==> src/rtl/pid_multichannel.sv <==
// Multichannel PID controller. One shared arithmetic datapath is time-shared
// across CH channels. Each channel keeps its own integrator and previous-error
// register. A sample is accepted in IDLE and its result is computed in CALC.
// The result is then held in OUT until the consumer takes it.
module pid_multichannel #(
  parameter int CH     = 2,
  parameter int DATA_W = 6,
  parameter int GAIN_W = 6,
  parameter int ACC_W  = 12,
  parameter int SHIFT  = 0,
  localparam int CH_W  = (CH > 1) ? $clog2(CH) : 1
) (
  input  logic                   clk,
  input  logic                   rst_n,
  input  logic                   ena,
  input  logic                   e_valid,
  output logic                   e_ready,
  input  logic [CH_W-1:0]        e_ch,
  input  logic [DATA_W-1:0]      e,
  input  logic [2*CH-1:0]        mode,
  input  logic [CH*GAIN_W-1:0]   K_p,
  input  logic [CH*GAIN_W-1:0]   K_i,
  input  logic [CH*GAIN_W-1:0]   K_d,
  input  logic [CH-1:0]          clr,
  output logic                   u_valid,
  input  logic                   u_ready,
  output logic [CH_W-1:0]        u_ch,
  output logic [DATA_W-1:0]      u,
  output logic                   sat
);

  // Widest signed operand feeding a gain multiplier (integrator or difference)
  localparam int MAG_W = (ACC_W > DATA_W + 1) ? ACC_W : DATA_W + 1;
  // Room for three products plus carries so the sum can never overflow
  localparam int SUM_W = GAIN_W + MAG_W + 3;

  localparam logic signed [SUM_W-1:0] U_MAX = {{(SUM_W-DATA_W+1){1'b0}}, {(DATA_W-1){1'b1}}};
  localparam logic signed [SUM_W-1:0] U_MIN = {{(SUM_W-DATA_W+1){1'b1}}, {(DATA_W-1){1'b0}}};

  typedef enum logic [1:0] {IDLE, CALC, OUT} state_t;

  state_t                    state;
  logic                      started;

  logic signed [DATA_W-1:0]  e_p0;
  logic [CH_W-1:0]           ch_p0;
  logic [1:0]                mode_p0;
  logic [GAIN_W-1:0]         kp_p0, ki_p0, kd_p0;

  logic signed [ACC_W-1:0]   integ  [CH];
  logic signed [DATA_W-1:0]  e_prev [CH];

  logic [CH_W-1:0]           ch_sel;
  logic signed [DATA_W:0]    e_x, ep_x, diff_c;
  logic signed [ACC_W:0]     isum_c;
  logic signed [ACC_W-1:0]   i_c;
  logic signed [SUM_W-1:0]   kp_x, ki_x, kd_x, e_sx, ic_sx, d_sx;
  logic signed [SUM_W-1:0]   p_t, i_t, d_t, sum_c, shf_c;
  logic                      clip_hi, clip_lo, i_commit;
  logic [DATA_W-1:0]         u_c;

  // Clamp a one-bit-overflowed integrator sum back into the ACC_W signed range
  function automatic logic signed [ACC_W-1:0] sat_acc(input logic signed [ACC_W:0] v);
    if (v[ACC_W] != v[ACC_W-1])
      sat_acc = v[ACC_W] ? {1'b1, {(ACC_W-1){1'b0}}} : {1'b0, {(ACC_W-1){1'b1}}};
    else
      sat_acc = v[ACC_W-1:0];
  endfunction

  // Clamp the shifted gain sum into the DATA_W signed output range
  function automatic logic [DATA_W-1:0] sat_out(input logic signed [SUM_W-1:0] v);
    if (v > U_MAX)
      sat_out = {1'b0, {(DATA_W-1){1'b1}}};
    else if (v < U_MIN)
      sat_out = {1'b1, {(DATA_W-1){1'b0}}};
    else
      sat_out = v[DATA_W-1:0];
  endfunction

  assign e_ready = started && ena && (state == IDLE);

  // Out-of-range channel numbers alias onto the last channel
  always_comb begin
    ch_sel = e_ch;
    if (int'(e_ch) > CH - 1)
      ch_sel = CH_W'(CH - 1);
  end

  // Datapath for the captured sample: difference, integrator, gain sum, clip
  always_comb begin
    e_x     = {e_p0[DATA_W-1], e_p0};
    ep_x    = {e_prev[ch_p0][DATA_W-1], e_prev[ch_p0]};
    diff_c  = e_x - ep_x;
    isum_c  = {integ[ch_p0][ACC_W-1], integ[ch_p0]}
            + {{(ACC_W+1-DATA_W){e_p0[DATA_W-1]}}, e_p0};
    i_c     = sat_acc(isum_c);
    kp_x    = {{(SUM_W-GAIN_W){1'b0}}, kp_p0};
    ki_x    = {{(SUM_W-GAIN_W){1'b0}}, ki_p0};
    kd_x    = {{(SUM_W-GAIN_W){1'b0}}, kd_p0};
    e_sx    = {{(SUM_W-DATA_W){e_p0[DATA_W-1]}}, e_p0};
    ic_sx   = {{(SUM_W-ACC_W){i_c[ACC_W-1]}}, i_c};
    d_sx    = {{(SUM_W-DATA_W-1){diff_c[DATA_W]}}, diff_c};
    p_t     = kp_x * e_sx;
    i_t     = mode_p0[0] ? ki_x * ic_sx : '0;
    d_t     = mode_p0[1] ? kd_x * d_sx  : '0;
    sum_c   = p_t + i_t + d_t;
    shf_c   = sum_c >>> SHIFT;
    clip_hi = shf_c > U_MAX;
    clip_lo = shf_c < U_MIN;
    u_c     = sat_out(shf_c);
    // Conditional integration: hold the integrator while it would push further into the clip
    i_commit = mode_p0[0] && !((clip_hi && !e_p0[DATA_W-1]) || (clip_lo && e_p0[DATA_W-1]));
  end

  // Capture stage boundary: sample, channel, mode and that channel's gains
  always_ff @(posedge clk) begin
    if (ena && e_valid && e_ready) begin
      e_p0    <= e;
      ch_p0   <= ch_sel;
      mode_p0 <= mode[2*int'(ch_sel) +: 2];
      kp_p0   <= K_p[int'(ch_sel)*GAIN_W +: GAIN_W];
      ki_p0   <= K_i[int'(ch_sel)*GAIN_W +: GAIN_W];
      kd_p0   <= K_d[int'(ch_sel)*GAIN_W +: GAIN_W];
    end
  end

  // Control FSM with registered result outputs
  always_ff @(posedge clk or negedge rst_n) begin
    if (!rst_n) begin
      state   <= IDLE;
      started <= 1'b0;
      u_valid <= 1'b0;
      u       <= '0;
      u_ch    <= '0;
      sat     <= 1'b0;
    end else if (ena) begin
      started <= 1'b1;
      case (state)
        IDLE: if (e_valid && e_ready) state <= CALC;
        CALC: begin
          u       <= u_c;
          sat     <= clip_hi || clip_lo;
          u_ch    <= ch_p0;
          u_valid <= 1'b1;
          state   <= OUT;
        end
        OUT: if (u_ready) begin
          u_valid <= 1'b0;
          state   <= IDLE;
        end
        default: state <= IDLE;
      endcase
    end
  end

  // Per-channel state commit; a clear on the same edge overrides the commit
  always_ff @(posedge clk or negedge rst_n) begin
    if (!rst_n) begin
      for (int n = 0; n < CH; n++) begin
        integ[n]  <= '0;
        e_prev[n] <= '0;
      end
    end else if (ena) begin
      for (int n = 0; n < CH; n++) begin
        if (state == CALC && ch_p0 == CH_W'(n)) begin
          e_prev[n] <= e_p0;
          if (i_commit)
            integ[n] <= i_c;
        end
        if (clr[n]) begin
          integ[n]  <= '0;
          e_prev[n] <= '0;
        end
      end
    end
  end

endmodule

==> config.mk <==
export PLATFORM = sky130hd
export DESIGN_NAME = pid_multichannel
export DESIGN_NICKNAME = d
export VERILOG_FILES = /design/src/rtl/pid_multichannel.sv
export SDC_FILE = /design/constraint.sdc
export NUM_CORES = 1
export LEC_CHECK = 0
export CAP_MARGIN = 5
export CORE_MARGIN = 2
export CORE_UTILIZATION = 30
export DETAILED_ROUTE_END_ITERATION = 6
export DONT_BUFFER_PORTS = 1
export PLACE_DENSITY = 0.41
export SLEW_MARGIN = 10
export SYNTH_ARGS = -nofsm -noshare
export SYNTH_HDL_FRONTEND = slang
export SYNTH_SLANG_ARGS = --single-unit
==> constraint.sdc <==
create_clock -name clk -period 16.61 [get_ports clk]
set_input_delay 3.322 -clock clk [delete_from_list [all_inputs] [get_ports clk]]
set_output_delay 3.322 -clock clk [all_outputs]
set_load 0.03 [all_outputs]
==> results of run 1 <==
[logic make-up (layout without fill, tap and decap cells)]
logic type / after synthesis / in the layout / synth area share
buffers and inverters: 279 / 272 / 0.09504
and+or+nand+nor: 337 / 337 / 0.1552
adders and majority gates: 283 / 283 / 0.3834
AOI/OAI and AO/OA: 178 / 178 / 0.1178
DFF: 75 / 75 / 0.1743
muxes: 42 / 42 / 0.04020
xor gates and xnor gates: 45 / 45 / 0.03414
[placed cells by master, fill, tap and decap left out, types with 3 or more instances in the layout]
cell / n
a211o_1: 3
a211oi_1: 5
a21boi_0: 4
a21o_1: 9
a21oi_1: 40
a22o_1: 34
a31oi_1: 3
and2_1: 86
and2_4: 3
and3_1: 7
buf_4: 3
clkbuf_16: 9
clkinv_2: 3
dfrtp_1: 48
edfxtp_1: 27
fa_1: 118
ha_1: 165
inv_1: 253
mux2_2: 35
mux2i_1: 7
nand2_1: 77
nand2b_1: 12
nand3_1: 17
nor2_1: 56
nor2b_1: 20
nor3_1: 19
nor3b_1: 7
nor4_1: 3
o211ai_1: 4
o21a_1: 5
o21ai_0: 22
o21ai_1: 6
o31ai_1: 11
or2_2: 8
or3_1: 4
xnor2_1: 27
xor2_1: 18
[path summary, 6_finish.rpt]
check                               startpoint                     to
max in group asynchronous                rst_n  integ[20]$_DFFE_PN0P_
max                            ch_p0$_DFFE_PP_  integ[17]$_DFFE_PN0P_
min in group asynchronous                rst_n       u[5]$_DFFE_PN0P_
min                        started$_DFFE_PN0P_    started$_DFFE_PN0P_
min reg2reg                started$_DFFE_PN0P_    started$_DFFE_PN0P_
max reg2reg                    ch_p0$_DFFE_PP_  integ[17]$_DFFE_PN0P_
[metrics by stage]
stage	worst slack, ns	cell area [sq um]	hold slack (ns)	utilization
floorplan	4.506	11550	0.4304	-
global placement	3.611	12070	0.4555	0.3197
detailed placement	3.404	12070	0.4540	0.3197
CTS	3.339	12360	0.4761	0.3275
global route	2.345	12360	0.4916	0.3275
finish	3.341	12360	0.4700	0.3275
[metal layers]
metal,vias to the layer above,global-route usage
met4,0,0.01999
met3,9,0.02376
met1,3944,0.1957
met2,61,0.2405
met5,-,0
li1,4027,-
[layout make-up]
type,instances,area (sq um),area share
Multi-Input combinational cell,885,8443,0.6829
Tap cell,511,639.4,0.05172
Timing Repair Buffer,3,22.52,0.001822
Clock inverter,5,53.80,0.004352
Sequential cell,75,2012,0.1627
Inverter,254,953.4,0.07712
Clock buffer,10,239.0,0.01933
[flip-flops by register name, summed over array words and instances, names as in the netlist]
signal and cells:
u_valid 1, kd_p0 6, e_p0 6, state 2, integ 24, sat 1
e_prev 12, u_ch 1, u 6, ch_p0 1, kp_p0 6, started 1
ki_p0 6, mode_p0 2
==> reports/metrics.cfg, run 1 <==
[critical_path]
cp-start-kind=flip-flop
worst-path-max-fanout=21
reg2reg_slack_ns=3.34
arrival_ns=13.51
required_ns=16.86
cp-end-kind=flip-flop
critPathSlowestCell=edfxtp_1
path_depth=46
cp_num_buf_inv=6
worstRegToRegCells=46
worst-setup-path-type=flip-flop to flip-flop
cpPeakStageDelay_ns=0.99
cp_top_family=compound AO/OA/AOI/OAI gates

[layout]
antennaDiodeCount=0
finish.net_count=1565
fill_cells=3990
layout-drive-gt1-share=0.07630
final_cells=1743
area_growth_syn_to_layout_pct=7.076

[drt]
wl_met2_mm=13.21
wire_per_inst_um=15.86
drt.antenna.violating_nets=0
drt_iter0_drc=305
drt_first_pass_iters=5
wl_met3_um=643
highest_layer=met4
wl_met1_mm=13.65
drc=0
vias_per_cell=4.613
vias=8041
routed_wl_mm=27.64

[cts]
clock_latency_ns=0.36
hold_buffers=0
cts_tree=yes
cts_buffers=9
cts.sinks=75
cts_resized=0
cts_root_buffer=clkbuf_16
clk_pin_slew_ns=0.06
h-tree-depth=3
cts.path.max_buffers=2
cts_setup_buffers=0

[sta]
period_share=0.7989
relSlewSlack=0.3563
tns_ns=0
clock.fmax_ghz=0.07536
worstMarginPinSlew_ns=0.9655
finalSetupViolCount=0
drv_slew=0
period_minus_slack_ns=13.27
skew_ns=0.008731
rsz0062_at_grt=no
finalHoldViolations=0

[die]
dieArea_sq_um=40070
die_w_um=200.2
start_util=0.3058
rows=71
die_y_um=200.2
core_sq_um=37760
ioPinCount=64

[global_routing]
grt_start_max_net_pins=49
grt_use_total=0.1426
grt_pass1_vias=8341
grt_overflow=0
grt_pass1_wl_mm=45.53
grt_antenna_before_repair=0

[yosys]
syn_inst=1239
synth_top_cell_by_area=fa_1
syn-num-nets=1576
synth_area_leaders=fa_1 (20%), ha_1 (18%), dfrtp_1 (10%)
synth_top_area_share=0.2046
ys_types=83
synth-seq-cells=75
synthMostInstantiatedCell=inv_1
synth_area_per_cell_sq_um=9.319
syn_area_sq_um=11550
synth-edff-count=27
synth_common_cells=inv_1 (253), ha_1 (165), fa_1 (118), and2_1 (86), nand2_1 (77)
async_reset_ff_frac=0.6400
synthFlopType=dfrtp_1
synth_warnings=0
seq_area_frac_synth=0.1743

[run]
maxCapViolCount=0

[place]
gp_congestion=0.7502
dp_hpwl_mm=22.94
dp.cells=1728
io_buffers=0

[min_path]
hp-class=flip-flop to flip-flop
whs_path_depth=1

[status]
status=complete, no violations

Power of run 1 is left out: the tool's default activity adds up to more than one toggle a clock period on the data nets, which glitch-free logic cannot reach.
==> run 2, diff against run 1 <==
==> constraint.sdc (replaced) <==
create_clock -name clk -period 13.1 [get_ports clk]
set_input_delay 2.62 -clock clk [delete_from_list [all_inputs] [get_ports clk]]
set_output_delay 2.62 -clock clk [all_outputs]
set_load 0.03 [all_outputs]
==> reports/metrics.cfg, run 2 (synthesized netlist as in run 1, its figures left out) <==
[cts]
cts.path.max_buffers=2
cts_buffers=9
clk_pin_slew_ns=0.07
h-tree-depth=3
clock_latency_ns=0.36
cts.sinks=75
cts_root_buffer=clkbuf_16
cts_tree=yes

[critical_path]
required_ns=13.35
cpPeakStageDelay_ns=0.78
worst-path-max-fanout=12
cp_top_family=adder cells
worst-setup-path-type=flip-flop to flip-flop
cp_num_buf_inv=7
cp-end-kind=flip-flop
arrival_ns=12.56
cp-start-kind=flip-flop
critPathSlowestCell=a21oi_1

[die]
dieArea_sq_um=40070
rows=71
die_w_um=200.2
start_util=0.3058
core_sq_um=37760
die_y_um=200.2
ioPinCount=64

[place]
io_buffers=0
dp_hpwl_mm=23.55
gp_congestion=0.8004
place_ws_ns=0.3083

[layout]
final_core_util=0.3293
area_growth_syn_to_layout_pct=7.694
reg.largest.list=integ: 24 flops, e_prev: 12 flops
final_cell_mix=inv_1 (253), ha_1 (165), fa_1 (118), and2_1 (86), nand2_1 (77)
final_common_cell=inv_1
finish.net_count=1575
antennaDiodeCount=0
layout-drive-gt1-share=0.08447
top_register=integ
largest_reg_flops=24

[sta]
period_minus_slack_ns=12.31
period_share=0.9396
whs_ns=0.4703
drv_slew=0
worstMarginPinSlew_ns=0.9682
finalSetupViolCount=0
relSlewSlack=0.3496
finalHoldViolations=0
tns_ns=0
rsz0062_at_grt=no
skew_ns=0.01247
clock.fmax_ghz=0.08124
fin_ws_ns=0.7914

[drt]
vias=8111
drt_iter0_drc=227
drt_first_pass_iters=4
drt.antenna.violating_nets=0
drc=0
routed_wl_mm=28.42
wire_per_inst_um=16.20
vias_per_cell=4.624

[global_routing]
grt_pass1_vias=8351
grt_start_max_net_pins=49
grt_use_total=0.1470
grt_pass1_wl_mm=46.58
grt_antenna_before_repair=0
grt_overflow=0

[min_path]
hp-class=flip-flop to flip-flop

[run]
maxCapViolCount=0

[status]
status=complete, no violations

-- run 2: final timing paths --
| kind | endpoint | slack (ns) | depth (start not counted) | start |
|---|---|---|---|---|
| worst max-delay path | integ[17]$_DFFE_PN0P_ | 0.79 | 42 | ch_p0$_DFFE_PP_ |
| worst min-delay path | started$_DFFE_PN0P_ | 0.47 | 1 | started$_DFFE_PN0P_ |
| worst max register to register | integ[17]$_DFFE_PN0P_ | 0.79 | 42 | ch_p0$_DFFE_PP_ |
| worst min register to register | started$_DFFE_PN0P_ | 0.47 | 1 | started$_DFFE_PN0P_ |
| max in group asynchronous | integ[2]$_DFFE_PN0P_ | 11.05 | 0 | rst_n |
| min in group asynchronous | state[1]$_DFFE_PN0P_ | 1.96 | 0 | rst_n |
-- run 2: metal layers --
metal	up-vias	global-route usage	wire [um]
met3	14	0.02945	920
met2	66	0.2416	13300
li1	4051	-	-
met5	-	0	0
met1	3980	0.2041	14000
met4	0	0.01946	191
-- run 2: per-stage QoR --
stage | cells | instance area (sq um)
floorplan | 1239 | 11550
finish | 1754 | 12430
global placement | 1735 | 12120
detailed placement | 1735 | 12120
global route | 1754 | 12430
CTS | 1751 | 12390
-- run 2: layout make-up --
class | instances | area [sq um]
well taps | 511 | 639.4
multi-input cells | 885 | 8461
clock inverters | 5 | 38.79
inverters | 254 | 953.4
clock buffers | 11 | 232.7
flip-flops and latches | 75 | 2012
repair buffers | 13 | 97.59
fillers | 3945 | 25320
-- run 2: timing repair --
item	CTS	global route
endpoints found under the setup margin	0	29
gates resized for setup	0	4
hold buffers	0	0
setup buffers	0	3
Power of run 2 is left out for the same reason.
==> run 3, diff against run 2 <==
==> constraint.sdc (replaced) <==
create_clock -name clk -period 12.5 [get_ports clk]
set_input_delay 2.5 -clock clk [delete_from_list [all_inputs] [get_ports clk]]
set_output_delay 2.5 -clock clk [all_outputs]
set_load 0.03 [all_outputs]
==> reports/metrics.cfg, run 3 (synthesized netlist as in run 1, its figures left out) <==
[die]
die_w_um=200.2
core_sq_um=37760
start_util=0.3058
die_y_um=200.2
dieArea_sq_um=40070
rows=71
ioPinCount=64

[critical_path]
worstRegToRegCells=48
arrival_ns=12.12
worst-setup-path-type=flip-flop to flip-flop
worst-path-max-fanout=12
cp-start-kind=flip-flop
critPathSlowestCell=fa_1
cpPeakStageDelay_ns=0.55
required_ns=12.76
cp-end-kind=flip-flop

[drt]
routed_wl_mm=28.97
drt_first_pass_iters=4
wire_per_inst_um=16.41
vias_per_cell=4.663
drc=0
drt.antenna.violating_nets=0
vias=8234
drt_iter0_drc=288

[sta]
drv_slew=0
fin_ws_ns=0.6334
relSlewSlack=0.4664
clock.fmax_ghz=0.08427
period_share=0.9493
period_minus_slack_ns=11.87
skew_ns=0.01111
worstMarginPinSlew_ns=0.7983
finalSetupViolCount=0
finalHoldViolations=0

[layout]
largest_reg_flops=24
final_cell_mix=inv_1 (253), ha_1 (164), fa_1 (118), and2_1 (86), nand2_1 (77)
final_core_util=0.3333
area_growth_syn_to_layout_pct=8.973
finish.net_count=1587
final_common_cell=inv_1
antennaDiodeCount=0
layout-drive-gt1-share=0.1012
top_register=integ
reg.largest.list=integ: 24 flops, e_prev: 12 flops

[place]
gp_congestion=0.8004
dp_hpwl_mm=24.07
io_buffers=0
place_ws_ns=0.1107

[status]
status=complete, no violations

[cts]
cts_buffers=9
cts_root_buffer=clkbuf_16
cts_tree=yes
cts.path.max_buffers=2
h-tree-depth=3
clock_latency_ns=0.37
clk_pin_slew_ns=0.07
cts.sinks=75

[global_routing]
grt_start_max_net_pins=49
grt_pass1_wl_mm=47.24
grt_pass1_vias=8473
grt_use_total=0.1500
grt_antenna_before_repair=0
grt_overflow=0

[run]
maxCapViolCount=0

[min_path]
whs_path_depth=1
hp-class=flip-flop to flip-flop

run 3: changes by cell type in the layout (fill, tap and decap cells not counted), moves of 2 or more:
cell      delta
a21oi_1      -2
o21ai_2      +2
o31ai_1      -2
o21bai_4     +2
buf_4       +12
o21ai_1      -3
o31ai_2      +2
a21oi_2      +3
o21bai_2     -2
run 3: routing by layer:
layer / vias to the layer above / track usage / part of all wire
met5: - / 0 / 0
met4: 0 / 0.02719 / 0.0077
met3: 12 / 0.02148 / 0.024
met2: 76 / 0.2409 / 0.47
met1: 4070 / 0.2154 / 0.50
li1: 4076 / - / -
run 3: worst paths after layout:
path,end,startpoint,slack [ns]
setup reg to reg,integ[18]$_DFFE_PN0P_,ch_p0$_DFFE_PP_,0.63
hold reg to reg,started$_DFFE_PN0P_,started$_DFFE_PN0P_,0.47
setup / recovery,integ[18]$_DFFE_PN0P_,ch_p0$_DFFE_PP_,0.63
hold / removal,started$_DFFE_PN0P_,started$_DFFE_PN0P_,0.47
min in group asynchronous,started$_DFFE_PN0P_,rst_n,1.82
max in group asynchronous,sat$_DFFE_PN0P_,rst_n,10.58
run 3: area by class of cell:
cell class	count	area, sq um
fill	3971	25170
clock inverter	6	48.80
inverter	254	953.4
timing repair buffer	25	187.7
sequential	75	2012
tap	511	639.4
multi-input combinational	885	8512
clock buffer	10	229.0
run 3: per-stage QoR:
step	hold slack [ns]	instances	instance area [sq um]	setup TNS, ns
floorplan	0.4304	1239	11550	0
global placement	0.4554	1744	12190	0
detailed placement	0.4475	1744	12190	0
CTS	0.4720	1760	12470	0
global route	0.5075	1766	12580	-0.9018
finish	0.4718	1766	12580	0
run 3: worst max-delay path: cells and delay by family, from the launching register on:
| family | cells | cell delay (ns) |
|---|---|---|
| muxes | 1 | 0.35 |
| xor gates and xnor gates | 2 | 0.30 |
| adders and majority gates | 11 | 4.38 |
| AOI/OAI and AO/OA | 13 | 2.95 |
| DFF | 1 | 0.48 |
| buffers and inverters | 10 | 1.09 |
| and+or+nand+nor | 11 | 2.17 |
run 3: timing repair:
item                                    4_1_cts  5_1_grt
setup buffers                                 0        6
endpoints found under the setup margin        0       30
hold endpoints to repair                      0        0
gates resized for setup                       0       16
hold buffers                                  0        0
Power of run 3 is left out for the same reason.
